## src/rtl/stepper_phase_decoder.sv

```systemverilog
// Purpose: decode a 4-bit stepper coil bus into step pulses, direction, position and fault status.
// Latency: coil_in change to step_pulse is 2 (synchroniser) + SETTLE_CYCLES + 1 clk.
// Backpressure: none; observe-only monitor, outputs update every cycle. Define HALF_STEP_EN for the 8-phase map.
module stepper_phase_decoder #(
  parameter int SETTLE_CYCLES = 4,
  parameter int POS_W         = 16,
  parameter int IDLE_CYCLES   = 1000
) (
  input  logic             clk,
  input  logic             rst,
  input  logic [3:0]       coil_in,
  input  logic             pos_clr,
  input  logic             fault_clr,
  output logic             step_pulse,
  output logic             step_dir,
  output logic [POS_W-1:0] position,
  output logic             moving,
  output logic             synced,
  output logic             fault,
  output logic [1:0]       fault_code
);

`ifdef HALF_STEP_EN
  localparam int PH_W = 3;
`else
  localparam int PH_W = 2;
`endif
  localparam int SC_W = $clog2(SETTLE_CYCLES + 1);
  localparam int IC_W = $clog2(IDLE_CYCLES + 1);

  typedef enum logic [1:0] {S_UNSYNC, S_TRACK, S_FAULT} state_t;

  state_t            state_q, state_d;
  logic [3:0]        sync1, sync2;
  logic [3:0]        cand;
  logic [SC_W-1:0]   settle_cnt;
  logic              acc_vld;
  logic [PH_W-1:0]   ref_ph, new_ph, delta;
  logic              pat_zero, pat_legal;
  logic              set_fault, load_ref, step_fwd, step_rev;
  logic [1:0]        new_code;
  logic [IC_W-1:0]   idle_cnt;

  // Two-flop synchroniser for the asynchronous coil bus
  always_ff @(posedge clk) begin
    if (!rst) begin
      sync1 <= 4'b0000;
      sync2 <= 4'b0000;
    end else begin
      sync1 <= coil_in;
      sync2 <= sync1;
    end
  end

  // Settle filter: count identical samples, fire acc_vld once when a run reaches SETTLE_CYCLES
  always_ff @(posedge clk) begin
    if (!rst) begin
      cand       <= 4'b0000;
      settle_cnt <= '0;
      acc_vld    <= 1'b0;
    end else if (sync2 != cand) begin
      cand       <= sync2;
      settle_cnt <= SC_W'(1);
      acc_vld    <= (SETTLE_CYCLES == 1);
    end else if (settle_cnt < SC_W'(SETTLE_CYCLES)) begin
      settle_cnt <= settle_cnt + SC_W'(1);
      acc_vld    <= ((settle_cnt + SC_W'(1)) == SC_W'(SETTLE_CYCLES));
    end else begin
      acc_vld    <= 1'b0;
    end
  end

  // Map the accepted pattern to a phase and compute its distance from the reference phase
  always_comb begin
    pat_zero  = (cand == 4'b0000);
    pat_legal = 1'b0;
    new_ph    = '0;
    case (cand)
`ifdef HALF_STEP_EN
      4'b0001: begin pat_legal = 1'b1; new_ph = 3'd0; end
      4'b0011: begin pat_legal = 1'b1; new_ph = 3'd1; end
      4'b0010: begin pat_legal = 1'b1; new_ph = 3'd2; end
      4'b0110: begin pat_legal = 1'b1; new_ph = 3'd3; end
      4'b0100: begin pat_legal = 1'b1; new_ph = 3'd4; end
      4'b1100: begin pat_legal = 1'b1; new_ph = 3'd5; end
      4'b1000: begin pat_legal = 1'b1; new_ph = 3'd6; end
      4'b1001: begin pat_legal = 1'b1; new_ph = 3'd7; end
`else
      4'b0001: begin pat_legal = 1'b1; new_ph = 2'd0; end
      4'b0010: begin pat_legal = 1'b1; new_ph = 2'd1; end
      4'b0100: begin pat_legal = 1'b1; new_ph = 2'd2; end
      4'b1000: begin pat_legal = 1'b1; new_ph = 2'd3; end
`endif
      default: begin pat_legal = 1'b0; new_ph = '0; end
    endcase
    // Modulus is a power of two, so natural wrap of PH_W bits gives (new - ref) mod M
    delta = new_ph - ref_ph;
  end

  // State register
  always_ff @(posedge clk) begin
    if (!rst) state_q <= S_UNSYNC;
    else      state_q <= state_d;
  end

  // Next-state and step/fault event decode; a pattern arriving with fault_clr is judged as in UNSYNC
  always_comb begin
    state_d   = state_q;
    set_fault = 1'b0;
    new_code  = 2'b00;
    load_ref  = 1'b0;
    step_fwd  = 1'b0;
    step_rev  = 1'b0;
    if (state_q == S_FAULT && fault_clr) state_d = S_UNSYNC;
    if (acc_vld && !pat_zero) begin
      if (state_q == S_TRACK) begin
        if (!pat_legal) begin
          set_fault = 1'b1;
          new_code  = 2'b01;
        end else if (delta == PH_W'(1)) begin
          step_fwd = 1'b1;
          load_ref = 1'b1;
        end else if (delta == '1) begin
          step_rev = 1'b1;
          load_ref = 1'b1;
        end else if (delta != '0) begin
          set_fault = 1'b1;
          new_code  = 2'b10;
        end else begin
          load_ref = 1'b1;
        end
      end else if (state_q == S_UNSYNC || fault_clr) begin
        if (!pat_legal) begin
          set_fault = 1'b1;
          new_code  = 2'b01;
        end else begin
          load_ref = 1'b1;
          state_d  = S_TRACK;
        end
      end
    end
    if (set_fault) state_d = S_FAULT;
  end

  // Status outputs decoded straight from state
  always_comb begin
    synced = (state_q == S_TRACK);
    fault  = (state_q == S_FAULT);
  end

  // Step pulse, direction, reference phase and fault code
  always_ff @(posedge clk) begin
    if (!rst) begin
      step_pulse <= 1'b0;
      step_dir   <= 1'b0;
      ref_ph     <= '0;
      fault_code <= 2'b00;
    end else begin
      step_pulse <= step_fwd | step_rev;
      if (step_fwd | step_rev) step_dir <= step_fwd;
      if (load_ref) ref_ph <= new_ph;
      if (set_fault)                                      fault_code <= new_code;
      else if (state_q == S_FAULT && state_d == S_UNSYNC) fault_code <= 2'b00;
    end
  end

  // Position counter; pos_clr overrides a same-cycle step, wraps freely otherwise
  always_ff @(posedge clk) begin
    if (!rst)          position <= '0;
    else if (pos_clr)  position <= '0;
    else if (step_fwd) position <= position + POS_W'(1);
    else if (step_rev) position <= position - POS_W'(1);
  end

  // Motion indicator: re-armed by each step, drops IDLE_CYCLES later or on fault entry
  always_ff @(posedge clk) begin
    if (!rst) begin
      moving   <= 1'b0;
      idle_cnt <= '0;
    end else if (set_fault) begin
      moving   <= 1'b0;
      idle_cnt <= '0;
    end else if (step_fwd | step_rev) begin
      moving   <= 1'b1;
      idle_cnt <= '0;
    end else if (moving) begin
      if (idle_cnt == IC_W'(IDLE_CYCLES - 1)) begin
        moving   <= 1'b0;
        idle_cnt <= '0;
      end else begin
        idle_cnt <= idle_cnt + IC_W'(1);
      end
    end
  end

endmodule

```

## config.mk

```make
export PLATFORM = sky130hd
export DESIGN_NAME = stepper_phase_decoder
export DESIGN_NICKNAME = d
export VERILOG_FILES = /design/src/rtl/stepper_phase_decoder.sv
export SDC_FILE = /design/constraint.sdc
export NUM_CORES = 1
export LEC_CHECK = 0
export BUFFER_PORTS_ARGS = -buffer_cell sky130_fd_sc_hd__buf_2
export CORE_UTILIZATION = 45
export CTS_BUF_LIST = sky130_fd_sc_hd__clkbuf_8
export DETAILED_ROUTE_END_ITERATION = 12
export HOLD_SLACK_MARGIN = 0.02
export REMOVE_ABC_BUFFERS = 1
export SETUP_SLACK_MARGIN = 0.1
export SYNTH_ARGS = -nofsm -noshare
export SYNTH_HDL_FRONTEND = slang
export SYNTH_SLANG_ARGS = --single-unit
```

## constraint.sdc

```tcl
create_clock -name clk -period 7.4 [get_ports clk]
set_input_delay 1.48 -clock clk [delete_from_list [all_inputs] [get_ports clk]]
set_output_delay 1.48 -clock clk [all_outputs]
set_load 0.01 [all_outputs]
```

==> metrics <==
synth unique cells 49; Achievable Freq 229 MHz; clock-pin slew on the worst setup and hold paths about 0.11 ns; Slowest-stage cell, CP o311ai_0; final setup fails 0; Total Routing Usage GR ~18%; Setup Skew 0.00892 ns; RSZ-0062 raised after global routing no; CTS tree yes; Top delay family on crit path compound AO/OA/AOI/OAI gates; crit path capture type register; crit-path cells xnor2_1 -> or3_1 -> ha_1 -> nand2b_1 -> nor3_2 -> buf_4 -> nand2b_1 -> ha_1 -> a211oi_1 -> nor3_1 -> o311ai_0 -> o21ai_0 -> xnor2_1 -> o21ai_0; H-tree lvl count 2; clk root buf clkbuf_8; CTS Sinks 51; total grt overflow 0; antenna violations before repair 0; hold_buf cts 0; Synth Area in Compound Gates a little under a fifth; Setup Fix Bufs, Post-CTS 0; reported max-cap violation count 0; Post-Syn Area 2860 um^2; setup_tns 0 ns; Peak VDD IR 96.5 uV; EDFF count, synth 0; WL per Instance 13.1 um; Fillers 590; Die Area 6670 um^2; CP startpoint kind register; largest family of logic cells by synthesized area simple AND/OR/NAND/NOR gates; Sequential Area 1020 um^2; Rel. slew slack 46.2%; Synth Flop Type dfxtp_1; Slew @ Worst Pin between 0.8 and 0.9 ns; die width 81.7 um; most frequent cells in the layout 51 x dfxtp_1, 42 x nand2_1, 30 x buf_2; critical path arrival 4.58 ns; Yosys reg bits 51; asr flop ratio synth 0%; Syn Inst Count approximately 340; initial DRC count 55; P_leak 1.42 nW; post-synthesis mux area share 2.15%; DRC errors left 0; Mean Syn Cell Area roughly 8.5 um^2; Ys Warns 0; post-synthesis adder-cell area fraction 9.38%; xor/xnor cell area share of the yosys netlist 6.75%; core area around 6000 um^2; worst setup margin 3.03 ns; Final period util about three fifths; crit-path max FO 19; Worst Path Buf+Inv 1; Final Slew Violations 0; layout cells sized above 1 12.3%; routability cong. 0.835; Final ANT Viol Nets 0; Syn-to-layout area delta 10.4%; cell area power density 151 nW/um^2; # IOs 31; Required @ worst endpoint 7.61 ns; Tmin final around 4.4 ns; post-synthesis sequential area ratio between 30% and 40%; commonest non-fill, non-tap cell in the layout dfxtp_1; number of port buffers 30; DRT Wirelength 5760 um; hold_ws 0.443 ns; Skew-Pair Late Insertion Delay a little over 0.3 ns; first-pass GRT wire length between 9000 and 10000 um; Multi-input gate area 1750 um^2; status finished, final reports clean; min-delay worst type reg2reg; Vias/cell 5.37; post-CTS sizing 0; DR vias ~2400; number of global-route vias before repair approximately 2200; number of core rows 28; crit path kind reg2reg; Die Y-Extent a little over 80 um; clock buffer depth 2; simple-gate share of the synthesized area 24.1%; Final Hold Vio Count 0; dpl ws 3.06 ns; CTS Buf Count 5; Crit path largest cell delay 0.58 ns; ANT cells 0; Post-layout nets 392; Detailed Place HPWL 4160 um; initial core utilization 47.4%; largest net degree at the start of global routing 26; TritonRoute pass-1 iters 4
==> layer usage <==
layer	GRT usage [%]	part of all wire [%]
met5	0	0
met4	5.09	0.95
met3	3.56	2.1
met2	30.1	45
met1	24.1	52
==> final timing paths <==
check,end,startpoint,depth (start not counted),slack [ns]
worst max-delay path,position[11],cand[3],14,3.03
worst min-delay path,sync2[2],sync1[2],1,0.44
worst min register to register,sync2[2],sync1[2],1,0.44
worst max register to register,position[11],cand[3],14,3.03
==> power breakdown <==
part / switching [mW] / leakage (nW) / internal [mW] / total (mW)
registers: 0.00289 / 0.413 / 0.278 / 0.281
logic: 0.0102 / 0.956 / 0.00805 / 0.0182
clock network: 0.106 / 0.0502 / 0.0704 / 0.177
total: 0.119 / 1.42 / 0.357 / 0.476
==> metrics by stage <==
stage	instance area (um^2)	total power, mW	util, %	std cells
floorplan	2800	0.299	-	326
global placement	3050	0.305	50.7	432
detailed placement	3050	0.306	50.7	432
CTS	3150	0.483	52.3	440
global route	3150	0.496	52.3	440
finish	3150	0.476	52.3	440
==> flip-flops by register name, indices dropped and copies added, names as in the netlist <==
signal / cells
sync1: 4
position: 16
step_pulse: 1
moving: 1
ref_ph: 2
sync2: 4
step_dir: 1
acc_vld: 1
cand: 4
idle_cnt: 10
settle_cnt: 3
state_q: 2
fault_code: 2
==> Yosys cell counts, types with 2 or more instances <==
master | instances | share of area [%]
o211a_1 | 3 | 1.1
and2_1 | 15 | 3.3
o211ai_1 | 4 | 1.1
a311oi_1 | 3 | 0.92
dfxtp_1 | 51 | 36
mux2i_1 | 5 | 1.8
nor3_1 | 8 | 1.4
a21o_1 | 6 | 1.6
nand3_1 | 8 | 1.4
a21oi_1 | 22 | 3.9
a41oi_1 | 3 | 0.92
ha_1 | 19 | 8.3
or3_1 | 4 | 0.88
xnor2_1 | 11 | 3.4
buf_2 | 3 | 0.53
a31oi_1 | 2 | 0.44
nor3b_1 | 3 | 0.79
o21ai_0 | 15 | 2.6
nand4_1 | 5 | 1.1
a211oi_1 | 4 | 1.1
nor4_1 | 3 | 0.66
o21a_1 | 5 | 1.3
nor2_1 | 26 | 3.4
nand2b_1 | 5 | 1.1
and3_1 | 4 | 0.88
and4_1 | 2 | 0.61
a21boi_0 | 6 | 1.6
nand2_1 | 42 | 5.5
or2_2 | 2 | 0.44
nor2b_1 | 6 | 1.3
xor2_1 | 11 | 3.4
inv_1 | 8 | 1.1
clkbuf_1 | 7 | 0.92
==> cell type report <==
type                       instances  share of cell area [%]
sequential                        51                    32.4
timing repair buffer              31                    5.00
clock inverter                     3                   0.913
tap                               75                    2.98
inverter                           8                   0.953
clock buffer                       5                    2.18
multi-input combinational        267                    55.6
==> logic make-up after synthesis <==
group / Yosys count
buffers and inverters: 19
multiplexers: 6
adder cells (fa/ha/maj): 21
flip-flops: 51
XOR/XNOR: 22
AO/OA/AOI/OAI: 81
AND/OR/NAND/NOR: 137
(Power assumes the default switching activity.)
